[src/rtl/router_fsm_param_if.sv]
// Router FSM bus interface.
// Groups the source/datapath status inputs and the state-decode outputs of
// router_fsm_param.
//   master : drives pkt_valid, data_in, parity_done, low_pkt_valid, fifo_full,
//            fifo_empty, soft_reset; observes the decodes
//   slave  : the FSM side (consumes status, drives detect_add .. timeout_err)
interface router_fsm_param_if #(
  parameter int unsigned NUM_CH = 3,
  parameter int unsigned ADDR_W = 2
);
  logic              pkt_valid;
  logic [ADDR_W-1:0] data_in;
  logic              parity_done;
  logic              low_pkt_valid;
  logic              fifo_full;
  logic [NUM_CH-1:0] fifo_empty;
  logic [NUM_CH-1:0] soft_reset;

  logic              detect_add;
  logic              lfd_state;
  logic              ld_state;
  logic              laf_state;
  logic              full_state;
  logic              write_enb_reg;
  logic              rst_int_reg;
  logic              busy;
  logic [ADDR_W-1:0] dest_sel;
  logic              drop_pkt;
  logic              timeout_err;

  modport master (
    output pkt_valid, data_in, parity_done, low_pkt_valid, fifo_full, fifo_empty, soft_reset,
    input  detect_add, lfd_state, ld_state, laf_state, full_state, write_enb_reg,
           rst_int_reg, busy, dest_sel, drop_pkt, timeout_err
  );

  modport slave (
    input  pkt_valid, data_in, parity_done, low_pkt_valid, fifo_full, fifo_empty, soft_reset,
    output detect_add, lfd_state, ld_state, laf_state, full_state, write_enb_reg,
           rst_int_reg, busy, dest_sel, drop_pkt, timeout_err
  );
endinterface

[src/rtl/router_fsm_param.sv]
// Router control FSM, parameterised on channel count.
// Decodes the header address of each packet, waits for the destination FIFO to
// drain, sequences first-data / data / parity loads, handles FIFO-full stalls and
// discards packets addressed to a non-existent channel.
// Ports:
//   clock  : single clock, rising edge
//   resetn : asynchronous active-low reset
//   bus    : router_fsm_param_if.slave (status inputs, Moore state decodes, dest_sel)
// Optional feature: define ROUTER_FSM_TIMEOUT_EN to bound the WAIT_TILL_EMPTY state by
// WAIT_MAX cycles; on expiry the packet is dropped and timeout_err pulses once.
module router_fsm_param #(
  parameter int unsigned NUM_CH   = 3,
  parameter int unsigned ADDR_W   = 2,
  parameter int unsigned WAIT_MAX = 255
) (
  input logic                clock,
  input logic                resetn,
  router_fsm_param_if.slave  bus
);

  typedef enum logic [3:0] {
    StDecode, StWait, StLfd, StLoad, StParity, StFull, StLaf, StCheck, StDrop
  } state_e;

  localparam logic [ADDR_W:0] NumChW = NUM_CH[ADDR_W:0];

  state_e            state_q, state_d;
  logic [ADDR_W-1:0] dest_sel_q, dest_sel_d;
  logic              empty_sel;  // fifo_empty[dest_sel], 0 when out of range
  logic              soft_sel;   // soft_reset[dest_sel], 0 when out of range
  logic              empty_in;   // fifo_empty[data_in], 0 when out of range
  logic              addr_bad;
  logic              timeout_hit;

  // Range-safe lookups: only indices below NUM_CH ever select a bit.
  always_comb begin
    empty_sel = 1'b0;
    soft_sel  = 1'b0;
    empty_in  = 1'b0;
    for (int unsigned i = 0; i < NUM_CH; i++) begin
      if (dest_sel_q == ADDR_W'(i)) begin
        empty_sel = bus.fifo_empty[i];
        soft_sel  = bus.soft_reset[i];
      end
      if (bus.data_in == ADDR_W'(i)) begin
        empty_in = bus.fifo_empty[i];
      end
    end
  end

  assign addr_bad = ({1'b0, bus.data_in} >= NumChW);

`ifdef ROUTER_FSM_TIMEOUT_EN
  localparam logic [15:0] WaitLast = 16'(WAIT_MAX - 1);

  logic [15:0] wait_cnt_q, wait_cnt_d;
  logic        timeout_err_q;

  // An empty flag or a soft reset in the expiry cycle takes precedence.
  assign timeout_hit = (state_q == StWait) && (wait_cnt_q == WaitLast) && !empty_sel
                       && !soft_sel;
  // Zero outside WAIT so every entry starts counting from 0.
  assign wait_cnt_d  = ((state_q == StWait) && (state_d == StWait)) ? wait_cnt_q + 16'd1
                                                                     : 16'd0;

  always_ff @(posedge clock or negedge resetn) begin
    if (!resetn) begin
      wait_cnt_q    <= 16'd0;
      timeout_err_q <= 1'b0;
    end else begin
      wait_cnt_q    <= wait_cnt_d;
      timeout_err_q <= timeout_hit;
    end
  end

  assign bus.timeout_err = timeout_err_q;
`else
  logic unused_wait_max;
  assign unused_wait_max = |WAIT_MAX;
  assign timeout_hit     = 1'b0;
  assign bus.timeout_err = 1'b0;
`endif

  // State register
  always_ff @(posedge clock or negedge resetn) begin
    if (!resetn) begin
      state_q    <= StDecode;
      dest_sel_q <= '0;
    end else begin
      state_q    <= state_d;
      dest_sel_q <= dest_sel_d;
    end
  end

  // Next-state logic
  always_comb begin
    state_d    = state_q;
    dest_sel_d = dest_sel_q;
    unique case (state_q)
      StDecode: begin
        if (bus.pkt_valid) begin
          dest_sel_d = bus.data_in;
          if (addr_bad)      state_d = StDrop;
          else if (empty_in) state_d = StLfd;
          else               state_d = StWait;
        end
      end
      StWait: begin
        if (empty_sel)        state_d = StLfd;
        else if (timeout_hit) state_d = StDrop;
      end
      StLfd:    state_d = StLoad;
      StLoad: begin
        if (bus.fifo_full)       state_d = StFull;
        else if (!bus.pkt_valid) state_d = StParity;
      end
      StFull: begin
        if (!bus.fifo_full) state_d = StLaf;
      end
      StLaf: begin
        if (bus.parity_done)        state_d = StDecode;
        else if (bus.low_pkt_valid) state_d = StParity;
        else                        state_d = StLoad;
      end
      StParity: state_d = StCheck;
      StCheck:  state_d = bus.fifo_full ? StFull : StDecode;
      StDrop: begin
        if (!bus.pkt_valid) state_d = StDecode;
      end
      default:  state_d = StDecode;
    endcase
    // Soft reset of the selected channel aborts the packet from any active state.
    if ((state_q != StDecode) && soft_sel) state_d = StDecode;
  end

  // Moore output decodes
  always_comb begin
    bus.detect_add    = 1'b0;
    bus.lfd_state     = 1'b0;
    bus.ld_state      = 1'b0;
    bus.laf_state     = 1'b0;
    bus.full_state    = 1'b0;
    bus.write_enb_reg = 1'b0;
    bus.rst_int_reg   = 1'b0;
    bus.busy          = 1'b0;
    bus.drop_pkt      = 1'b0;
    unique case (state_q)
      StDecode: bus.detect_add = 1'b1;
      StWait:   bus.busy = 1'b1;
      StLfd: begin
        bus.lfd_state = 1'b1;
        bus.busy      = 1'b1;
      end
      StLoad: begin
        bus.ld_state      = 1'b1;
        bus.write_enb_reg = 1'b1;
      end
      StParity: begin
        bus.write_enb_reg = 1'b1;
        bus.busy          = 1'b1;
      end
      StFull: begin
        bus.full_state = 1'b1;
        bus.busy       = 1'b1;
      end
      StLaf: begin
        bus.laf_state     = 1'b1;
        bus.write_enb_reg = 1'b1;
        bus.busy          = 1'b1;
      end
      StCheck: begin
        bus.rst_int_reg = 1'b1;
        bus.busy        = 1'b1;
      end
      StDrop:   bus.drop_pkt = 1'b1;
      default:  bus.detect_add = 1'b0;
    endcase
  end

  assign bus.dest_sel = dest_sel_q;

endmodule
[src/flat_wrapper.sv]
// flat-port wrapper written by rule: the top's interface ports become plain ports
module router_fsm_param_flat 
#(
  parameter int unsigned NUM_CH   = 3,
  parameter int unsigned ADDR_W   = 2,
  parameter int unsigned WAIT_MAX = 255
)
  (clock, resetn, bus_pkt_valid, bus_data_in, bus_parity_done, bus_low_pkt_valid, bus_fifo_full, bus_fifo_empty, bus_soft_reset, bus_detect_add, bus_lfd_state, bus_ld_state, bus_laf_state, bus_full_state, bus_write_enb_reg, bus_rst_int_reg, bus_busy, bus_dest_sel, bus_drop_pkt, bus_timeout_err);
  router_fsm_param_if #(.NUM_CH(NUM_CH), .ADDR_W(ADDR_W)) bus_i ();
  input logic clock;
  input logic resetn;
  input wire logic [$bits(bus_i.pkt_valid)-1:0] bus_pkt_valid;
  input wire logic [$bits(bus_i.data_in)-1:0] bus_data_in;
  input wire logic [$bits(bus_i.parity_done)-1:0] bus_parity_done;
  input wire logic [$bits(bus_i.low_pkt_valid)-1:0] bus_low_pkt_valid;
  input wire logic [$bits(bus_i.fifo_full)-1:0] bus_fifo_full;
  input wire logic [$bits(bus_i.fifo_empty)-1:0] bus_fifo_empty;
  input wire logic [$bits(bus_i.soft_reset)-1:0] bus_soft_reset;
  output wire logic [$bits(bus_i.detect_add)-1:0] bus_detect_add;
  output wire logic [$bits(bus_i.lfd_state)-1:0] bus_lfd_state;
  output wire logic [$bits(bus_i.ld_state)-1:0] bus_ld_state;
  output wire logic [$bits(bus_i.laf_state)-1:0] bus_laf_state;
  output wire logic [$bits(bus_i.full_state)-1:0] bus_full_state;
  output wire logic [$bits(bus_i.write_enb_reg)-1:0] bus_write_enb_reg;
  output wire logic [$bits(bus_i.rst_int_reg)-1:0] bus_rst_int_reg;
  output wire logic [$bits(bus_i.busy)-1:0] bus_busy;
  output wire logic [$bits(bus_i.dest_sel)-1:0] bus_dest_sel;
  output wire logic [$bits(bus_i.drop_pkt)-1:0] bus_drop_pkt;
  output wire logic [$bits(bus_i.timeout_err)-1:0] bus_timeout_err;
  assign bus_i.pkt_valid = bus_pkt_valid;
  assign bus_i.data_in = bus_data_in;
  assign bus_i.parity_done = bus_parity_done;
  assign bus_i.low_pkt_valid = bus_low_pkt_valid;
  assign bus_i.fifo_full = bus_fifo_full;
  assign bus_i.fifo_empty = bus_fifo_empty;
  assign bus_i.soft_reset = bus_soft_reset;
  assign bus_detect_add = bus_i.detect_add;
  assign bus_lfd_state = bus_i.lfd_state;
  assign bus_ld_state = bus_i.ld_state;
  assign bus_laf_state = bus_i.laf_state;
  assign bus_full_state = bus_i.full_state;
  assign bus_write_enb_reg = bus_i.write_enb_reg;
  assign bus_rst_int_reg = bus_i.rst_int_reg;
  assign bus_busy = bus_i.busy;
  assign bus_dest_sel = bus_i.dest_sel;
  assign bus_drop_pkt = bus_i.drop_pkt;
  assign bus_timeout_err = bus_i.timeout_err;
  router_fsm_param #(.NUM_CH(NUM_CH), .ADDR_W(ADDR_W), .WAIT_MAX(WAIT_MAX)) u_core (.clock(clock), .resetn(resetn), .bus(bus_i));
endmodule
[config.mk]
export PLATFORM = sky130hd
export DESIGN_NAME = router_fsm_param_flat
export DESIGN_NICKNAME = d
export VERILOG_FILES = /design/src/rtl/router_fsm_param_if.sv /design/src/rtl/router_fsm_param.sv /design/src/flat_wrapper.sv
export SDC_FILE = /design/constraint.sdc
export NUM_CORES = 1
export LEC_CHECK = 0
export BUFFER_PORTS_ARGS = -buffer_cell sky130_fd_sc_hd__buf_2
export CORE_AREA = 2 2 39 41
export CTS_CLUSTER_DIAMETER = 200
export DETAILED_ROUTE_END_ITERATION = 8
export DIE_AREA = 0 0 41 43
export PLACE_DENSITY = 0.79
export RECOVER_POWER = 100
export SYNTH_ARGS = -nofsm -noshare
export SYNTH_HDL_FRONTEND = slang
export SYNTH_SLANG_ARGS = --single-unit
[constraint.sdc]
create_clock -name clock -period 3.75 [get_ports clock]
set_clock_uncertainty 0.1 [all_clocks]
set_input_delay 0.375 -clock clock [delete_from_list [all_inputs] [get_ports clock]]
set_output_delay 0.375 -clock clock [all_outputs]
set_load 0.02 [all_outputs]
==> results of run 1 <==
-- area by class of cell --
cell class,instances,share of cell area [%]
Clock buffer,3,2.97
Tap cell,16,2.64
Timing Repair Buffer,25,15.3
Inverter,1,0.495
Multi-Input combinational cell,71,58.7
Sequential cell,6,19.8
-- worst paths after layout --
kind | startpoint | endpoint | slack, ns | depth (start not counted)
setup reg to reg | u_core.state_q[0] | u_core.bus.dest_sel[0] | 1.65 | 4
setup / recovery | u_core.state_q[0] | bus_detect_add | 1.35 | 3
min in group asynchronous | resetn | u_core.state_q[2] | 0.41 | 2
max in group asynchronous | resetn | u_core.bus.dest_sel[0] | 2.90 | 2
hold / removal | bus_data_in[0] | u_core.bus.dest_sel[0] | 0.32 | 2
hold reg to reg | u_core.bus.dest_sel[1] | u_core.bus.dest_sel[1] | 0.49 | 2
-- logic make-up after synthesis --
family / share of synthesized area, %
compound gates: 23.2
other cells: 0.590
mux: 8.46
flops: 23.6
simple gates: 39.0
buf+inv: 5.12
-- routing by layer --
| metal | GRT usage [%] | vias up | part of all wire [%] |
|---|---|---|---|
| li1 | - | 358 | - |
| met2 | 27.8 | 23 | 48 |
| met1 | 22.1 | 338 | 44 |
| met5 | 0 | - | 0 |
| met4 | 15.3 | 0 | 2.8 |
| met3 | 4.71 | 4 | 5.4 |
-- stage by stage --
step | instances | setup slack, ns | hold WS, ns
finish | 122 | 1.35 | 0.319
global route | 122 | 1.26 | 0.330
CTS | 122 | 1.59 | 0.318
detailed placement | 118 | 1.82 | 0.103
global placement | 118 | 1.87 | 0.102
floorplan | 84 | 1.65 | -0.0206
-- where the power goes --
group          total [uW]  internal [uW]  switching, uW  leakage, uW
registers             179           93.8           85.1    0.0000770
logic                 376            160            216     0.000214
clock network        62.6           36.4           26.3    0.0000138
total                 618            291            327     0.000305
-- cell usage in the layout (no fill, tap or decap) --
cell / Yosys / routed
a31oi_1: 2 / 2
mux2_2: 3 / 3
buf_2: 2 / 13
nand2_1: 7 / 8
dlygate4sd3_1: 0 / 1
nand4_1: 1 / 1
nor3_1: 3 / 4
a2111oi_0: 1 / 1
o22ai_1: 2 / 2
nor2b_1: 4 / 4
nand2b_1: 4 / 4
or2_0: 0 / 1
nor3b_1: 1 / 1
a211oi_1: 1 / 1
o21ai_0: 5 / 5
o21bai_1: 1 / 1
and2_1: 1 / 1
nand3_1: 4 / 4
or3_1: 2 / 2
clkbuf_1: 3 / 11
or4b_1: 1 / 1
nand4b_1: 1 / 1
o31ai_1: 1 / 1
dfrtp_1: 6 / 6
nand3b_1: 2 / 2
nor4b_1: 2 / 2
mux2i_1: 2 / 2
a21oi_1: 4 / 4
o21ai_1: 1 / 1
clkbuf_4: 0 / 3
conb_1: 1 / 1
o211ai_1: 2 / 2
and3b_1: 1 / 1
inv_1: 1 / 1
nor2_1: 4 / 4
o2bb2ai_1: 2 / 2
a31o_1: 1 / 1
or2_2: 1 / 1
-- synthesized netlist by cell type, drive strengths merged --
master,number
a31o,1
buf,3
nor2,4
nand3b,2
nor4b,2
a211oi,1
and2,1
clkbuf,3
o21bai,1
o2bb2ai,2
a31oi,2
o211ai,2
nand2,8
or2,2
nand4b,1
a21oi,4
nand3,4
dfrtp,6
o22ai,2
nor3,4
or3,2
nand2b,4
and3b,1
inv,1
or4b,1
o31ai,1
conb,1
nand4,1
mux2i,2
mux2,3
nor3b,1
nor2b,4
a2111oi,1
o21ai,6
-- sequential cells by signal, indices dropped and copies added (netlist names) --
signal and flops:
u_core.state_q 4, u_core.bus.dest_sel 2
-- timing repair --
| action | CTS | global route |
|---|---|---|
| setup buffers | 0 | 0 |
| endpoints found under the hold margin | 6 | 0 |
| hold buffers | 1 | 0 |
==> metrics.md, run 1 <==
| Metric | Value |
|---|---|
| Drt drc | `0` |
| Total of max-cap violations | `0` |
| Vias in the first global route | `roughly 570` |
| Boundary Pins | `26` |
| Worst-margin pin slew | `0.661 ns` |
| Syn_nets | `roughly 100` |
| TritonCTS Sinks | `6` |
| Total Nets Final | `122` |
| Endpoints failing hold | `0` |
| Crit start category | `flop` |
| Fmax | `between 400 and 500 MHz` |
| Register Area | `150 um2` |
| Register area share after synthesis | `between 20% and 30%` |
| Row count | `14` |
| Routed Antenna Nets | `0` |
| Crit-path slowest cell | `dfrtp_1` |
| Largest net degree at the start of global routing | `19` |
| Routability congestion estimate | `0.804` |
| Antenna violations before repair | `0` |
| Post-route cell area | `758 um2` |
| DR vias | `723` |
| Area Overhead vs Synth | `19.3%` |
| DIE AREA | `1760 um2` |
| GRT overflow | `0` |
| CP bufs+invs | `1` |
| TritonCTS clock tree | `built` |
| Post-Place Cell Area | `around 750 um2` |
| Tot Pwr | `618 uW` |
| Layout cells sized above 1 | `between 10% and 20%` |
| Hold/Removal Path Class | `primary input to flop` |
| Seq cells post-synth | `6` |
| Initial DRC count | `23` |
| Syn Std Cell Area | `636 um2` |
| RSZ-0062 raised after global routing | `no` |
| Setup TNS | `0 ns` |
| GRT Util Overall | `19.1%` |
| Clock root buffer | `clkbuf_4` |
| Mapped Avg Cell Area | `7.57 um2` |
| Worst EP required | `3.27 ns` |
| Final min period | `2.40 ns` |
| CP Max Fanout | `16` |
| CTS buffer count | `3` |
| Core Util, Final | `54.8%` |
| Die width | `41 um` |
| Synth area leader | `dfrtp_1` |
| Critical path capture point type | `primary output` |
| Worst-Skew Late Latency | `0.26 ns` |
| Filler cells | `~140` |
| Status | `complete, no violations` |
| Post-synth top area share | `between 20% and 30%` |
| Core Region | `1380 um2` |
| DRT Wirelength | `roughly 1500 um` |
| Synth Warn # | `0` |
| Post-cts sizing count | `0` |
| First-pass GRT wire length | `roughly 2200 um` |
| PD cells | `~810 nW/um2` |
| Area occupied by multi-input gates | `445 um2` |
| Max-slew violations | `0` |
| Setup violations, final | `0` |
| Initial core utilization | `45.9%` |
| Leakage power | `0.000305 uW` |
| Crit Path Class | `flop to primary output` |
| CP Cell Sequence | `or2_0, nor3_1, clkbuf_1` |
| Worst EP arrival | `1.93 ns` |
| Slowest stage delay, CP | `around 0.53 ns` |
| Die Y | `about 43 um` |
| Worst slew margin | `a little under three fifths` |
| Detail Placement HPWL | `about 1100 um` |
| Htree depth | `1` |
| Synth cell types | `39` |
| Ant. Diodes | `0` |
| Via/cell ratio | `5.93` |
| PortBufs | `24` |
| Cells after Synth | `84` |
| Ranking of synthesized cells by area | `dfrtp_1 24%, mux2_2 5.3%, nand2_1 4.1%, nand2b_1 3.9%, nor2b_1 3.9%` |
| Drt pass-1 iters | `4` |
| Maximum buffer depth of the clock tree | `2` |
| Top delay family on crit path | `simple AND/OR/NAND/NOR gates` |
| Clock-pin slew on the worst setup and hold paths | `0.05 ns` |
| Routed len/inst | `12.5 um` |
| Final period util | `64.1%` |
| Peak supply drop | `0.000422 V` |
Note: power is estimated with default switching activity, not from simulation.
==> run 2: changes to the inputs <==
--- a/config.mk
+++ b/config.mk
@@ -6,11 +6,11 @@
 export NUM_CORES = 1
 export LEC_CHECK = 0
 export BUFFER_PORTS_ARGS = -buffer_cell sky130_fd_sc_hd__buf_2
-export CORE_AREA = 2 2 39 41
+export CORE_MARGIN = 2
+export CORE_UTILIZATION = 42
 export CTS_CLUSTER_DIAMETER = 200
 export DETAILED_ROUTE_END_ITERATION = 8
-export DIE_AREA = 0 0 41 43
-export PLACE_DENSITY = 0.79
+export PLACE_DENSITY = 0.74
 export RECOVER_POWER = 100
 export SYNTH_ARGS = -nofsm -noshare
 export SYNTH_HDL_FRONTEND = slang
==> constraint.sdc (replaced) <==
create_clock -name clock -period 2 [get_ports clock]
set_clock_uncertainty 0.1 [all_clocks]
set_input_delay 0.2 -clock clock [delete_from_list [all_inputs] [get_ports clock]]
set_output_delay 0.2 -clock clock [all_outputs]
set_load 0.02 [all_outputs]
==> metrics.md, run 2 (same netlist as run 1, synthesis figures left out) <==
| Metric | Value |
|---|---|
| Crit-path slowest cell | `dfrtp_1` |
| Setup violations, final | `0 (unchanged)` |
| Fmax | `531 MHz` |
| Antenna violations before repair | `0 (unchanged)` |
| Routed len/inst | `12.6 um (+0.48%)` |
| Core Region | `1450 um2 (+5.1%)` |
| TritonCTS clock tree | `built` |
| Drt pass-1 iters | `4 (unchanged)` |
| Grt peak-use layer | `met2` |
| Peak supply drop | `0.000728 V (+73%)` |
| Routed Antenna Nets | `0 (unchanged)` |
| Detail Placement HPWL | `1210 um (+9.1%)` |
| Switching pwr | `631 uW (+93%)` |
| CP bufs+invs | `1 (unchanged)` |
| Filler cells | `136 (-5.6%)` |
| Worst EP required | `1.70 ns (-1.57 ns)` |
| Comb pwr share | `67.4% (+6.5 points)` |
| Worst R2R Path Depth | `5 (+1)` |
| Setup TNS | `0 ns (unchanged)` |
| Critical path capture point type | `primary output` |
| Drt drc | `0 (unchanged)` |
| Status | `complete, no violations` |
| Top delay family on crit path | `simple AND/OR/NAND/NOR gates` |
| Area Overhead vs Synth | `24.6%` |
| Internal | `589 uW (+100%)` |
| Die Y | `42.9 um (-0.23%)` |
| Leakage power | `0.000334 uW (+9.4%)` |
| Largest net degree at the start of global routing | `16 (-3)` |
| First-pass GRT wire length | `2550 um (+14%)` |
| Slowest stage delay, CP | `0.45 ns (-0.08 ns)` |
| CTS buffer count | `3 (unchanged)` |
| CP Max Fanout | `8 (-8)` |
| Largest register FFs | `4 (unchanged)` |
| Boundary Pins | `26 (unchanged)` |
| Maximum buffer depth of the clock tree | `2 (unchanged)` |
| Hold/Removal Path Class | `primary input to flop` |
| Net Sw Frac | `51.7% (-1.2 points)` |
| Biggest register | `u_core.state_q` |
| Crit path depth | `3 (unchanged)` |
| CP Cell Sequence | `or2_0, nor3_2, clkbuf_2` |
| TritonCTS Sinks | `6 (unchanged)` |
| Via/cell ratio | `5.94 (+0.30%)` |
| DR vias | `743 (+2.8%)` |
| Met3 usage | `5.11% (+0.39 points)` |
| PortBufs | `24 (unchanged)` |
| M1 GR Usage | `22.9% (+0.77 points)` |
| Non-Filler Instances | `125 (+2.5%)` |
| GRT Util Overall | `18.1% (-0.97 points)` |
| RSZ-0062 raised after global routing | `no` |
| Final min period | `~1.9 ns` |
| Max-slew violations | `0 (unchanged)` |
| Total Nets Final | `125 (+2.5%)` |
| Endpoints failing hold | `0 (unchanged)` |
| Ant. Diodes | `0 (unchanged)` |
| Register Area | `150 um2 (unchanged)` |
| Layout cells sized above 1 | `25.7% (+6.8 points)` |
| Clock power frac | `9.2% (-0.9 points)` |
| Commonest non-fill, non-tap cell in the layout | `buf_2` |
| Area occupied by multi-input gates | `453 um2 (+1.7%)` |
| Part of the power in registers | `23.4% (-5.6 points)` |
| Htree depth | `1 (unchanged)` |
| Commonest cells after routing, fill and taps aside | `13 x buf_2, 8 x clkbuf_1, 7 x nand2_1, 6 x dfrtp_1, 5 x o21ai_0` |
| Total of max-cap violations | `0 (unchanged)` |
| PD cells | `1540 nW/um2 (+89%)` |
| Routability congestion estimate | `0.833 (+3.7%)` |
| DIE AREA | `1840 um2 (+4.4%)` |
| Crit start category | `flop` |
| Worst EP arrival | `1.58 ns (-0.35 ns)` |
| Met2 Usage GRT | `28.8% (+0.98 points)` |
| Crit Path Class | `flop to primary output` |
| DRT Wirelength | `1570 um (+3.0%)` |
| Initial DRC count | `40 (+74%)` |
| Initial core utilization | `43.7% (-2.2 points)` |
| Row count | `14 (unchanged)` |
| GRT overflow | `0 (unchanged)` |
| Vias in the first global route | `614 (+8.1%)` |
| Clock root buffer | `clkbuf_4` |
| Worst-Skew Late Latency | `0.24 ns (-0.02 ns)` |
| Post CTS Setup Buffer Count | `0 (unchanged)` |
| Clock-pin slew on the worst setup and hold paths | `0.05 ns (about the same)` |
| Die width | `42.9 um (+4.6%)` |
| Placed insts | `121 (+2.5%)` |
| WHS Path Cells | `2 (unchanged)` |
| Post-cts sizing count | `0 (unchanged)` |
| Final period util | `94.1%` |
[run 2: per-layer routing]
metal	part of all wire (%)	wire length, um
met4	0	0
met2	48	757
met5	0	0
met1	44	684
met3	8.1	127
[run 2: worst register-to-register path, cell delays in order, from the launching register on]
cell,delay [ns]
dfrtp_1,0.53
nor4b_1,0.46
o211ai_1,0.17
and2_0,0.23
nand3_1,0.11
o31ai_1,0.06
[run 2: power groups by stage]
stage	logic, uW	registers, uW	clock network (uW)
floorplan	639	261	0
finish	822	286	113
global placement	829	284	0
detailed placement	834	288	0
global route	908	296	128
CTS	838	287	116
[run 2: path summary, 6_finish.rpt]
check | startpoint | endpoint | slack (ns)
max in group asynchronous | resetn | u_core.bus.dest_sel[0] | 1.32
hold reg to reg | u_core.bus.dest_sel[1] | u_core.bus.dest_sel[1] | 0.48
hold / removal | bus_data_in[0] | u_core.bus.dest_sel[0] | 0.15
setup / recovery | u_core.state_q[0] | bus_detect_add | 0.12
setup reg to reg | u_core.state_q[3] | u_core.state_q[1] | 0.19
min in group asynchronous | resetn | u_core.state_q[1] | 0.25
[run 2: layout make-up]
class | count | share of cell area, %
clock buffer | 3 | 2.84
inverter | 1 | 0.474
multi-input combinational | 71 | 57.2
sequential | 6 | 19.0
tap | 16 | 2.53
timing repair buffer | 28 | 18.0
[run 2: timing repair]
item | 4_1_cts | 5_1_grt
endpoints found under the hold margin | 6 | 0
hold buffers | 1 | 0
setup endpoints to repair | 0 | 0
[run 2: stage by stage]
| step | power (uW) | hold slack [ns] | setup slack [ns] | instance area (um2) | utilization, % |
|---|---|---|---|---|---|
| 5_1_grt | 1330 | 0.162 | 0.0309 | 792 | 54.5 |
| 6_report | 1220 | 0.149 | 0.118 | 792 | 54.5 |
| 4_1_cts | 1240 | 0.143 | 0.142 | 808 | 55.6 |
| 3_3_place_gp | 1110 | -0.0727 | 0.295 | 776 | 53.4 |
| 3_5_place_dp | 1120 | -0.0713 | 0.229 | 776 | 53.4 |
| 2_1_floorplan | 900 | -0.196 | 0.224 | 642 | - |
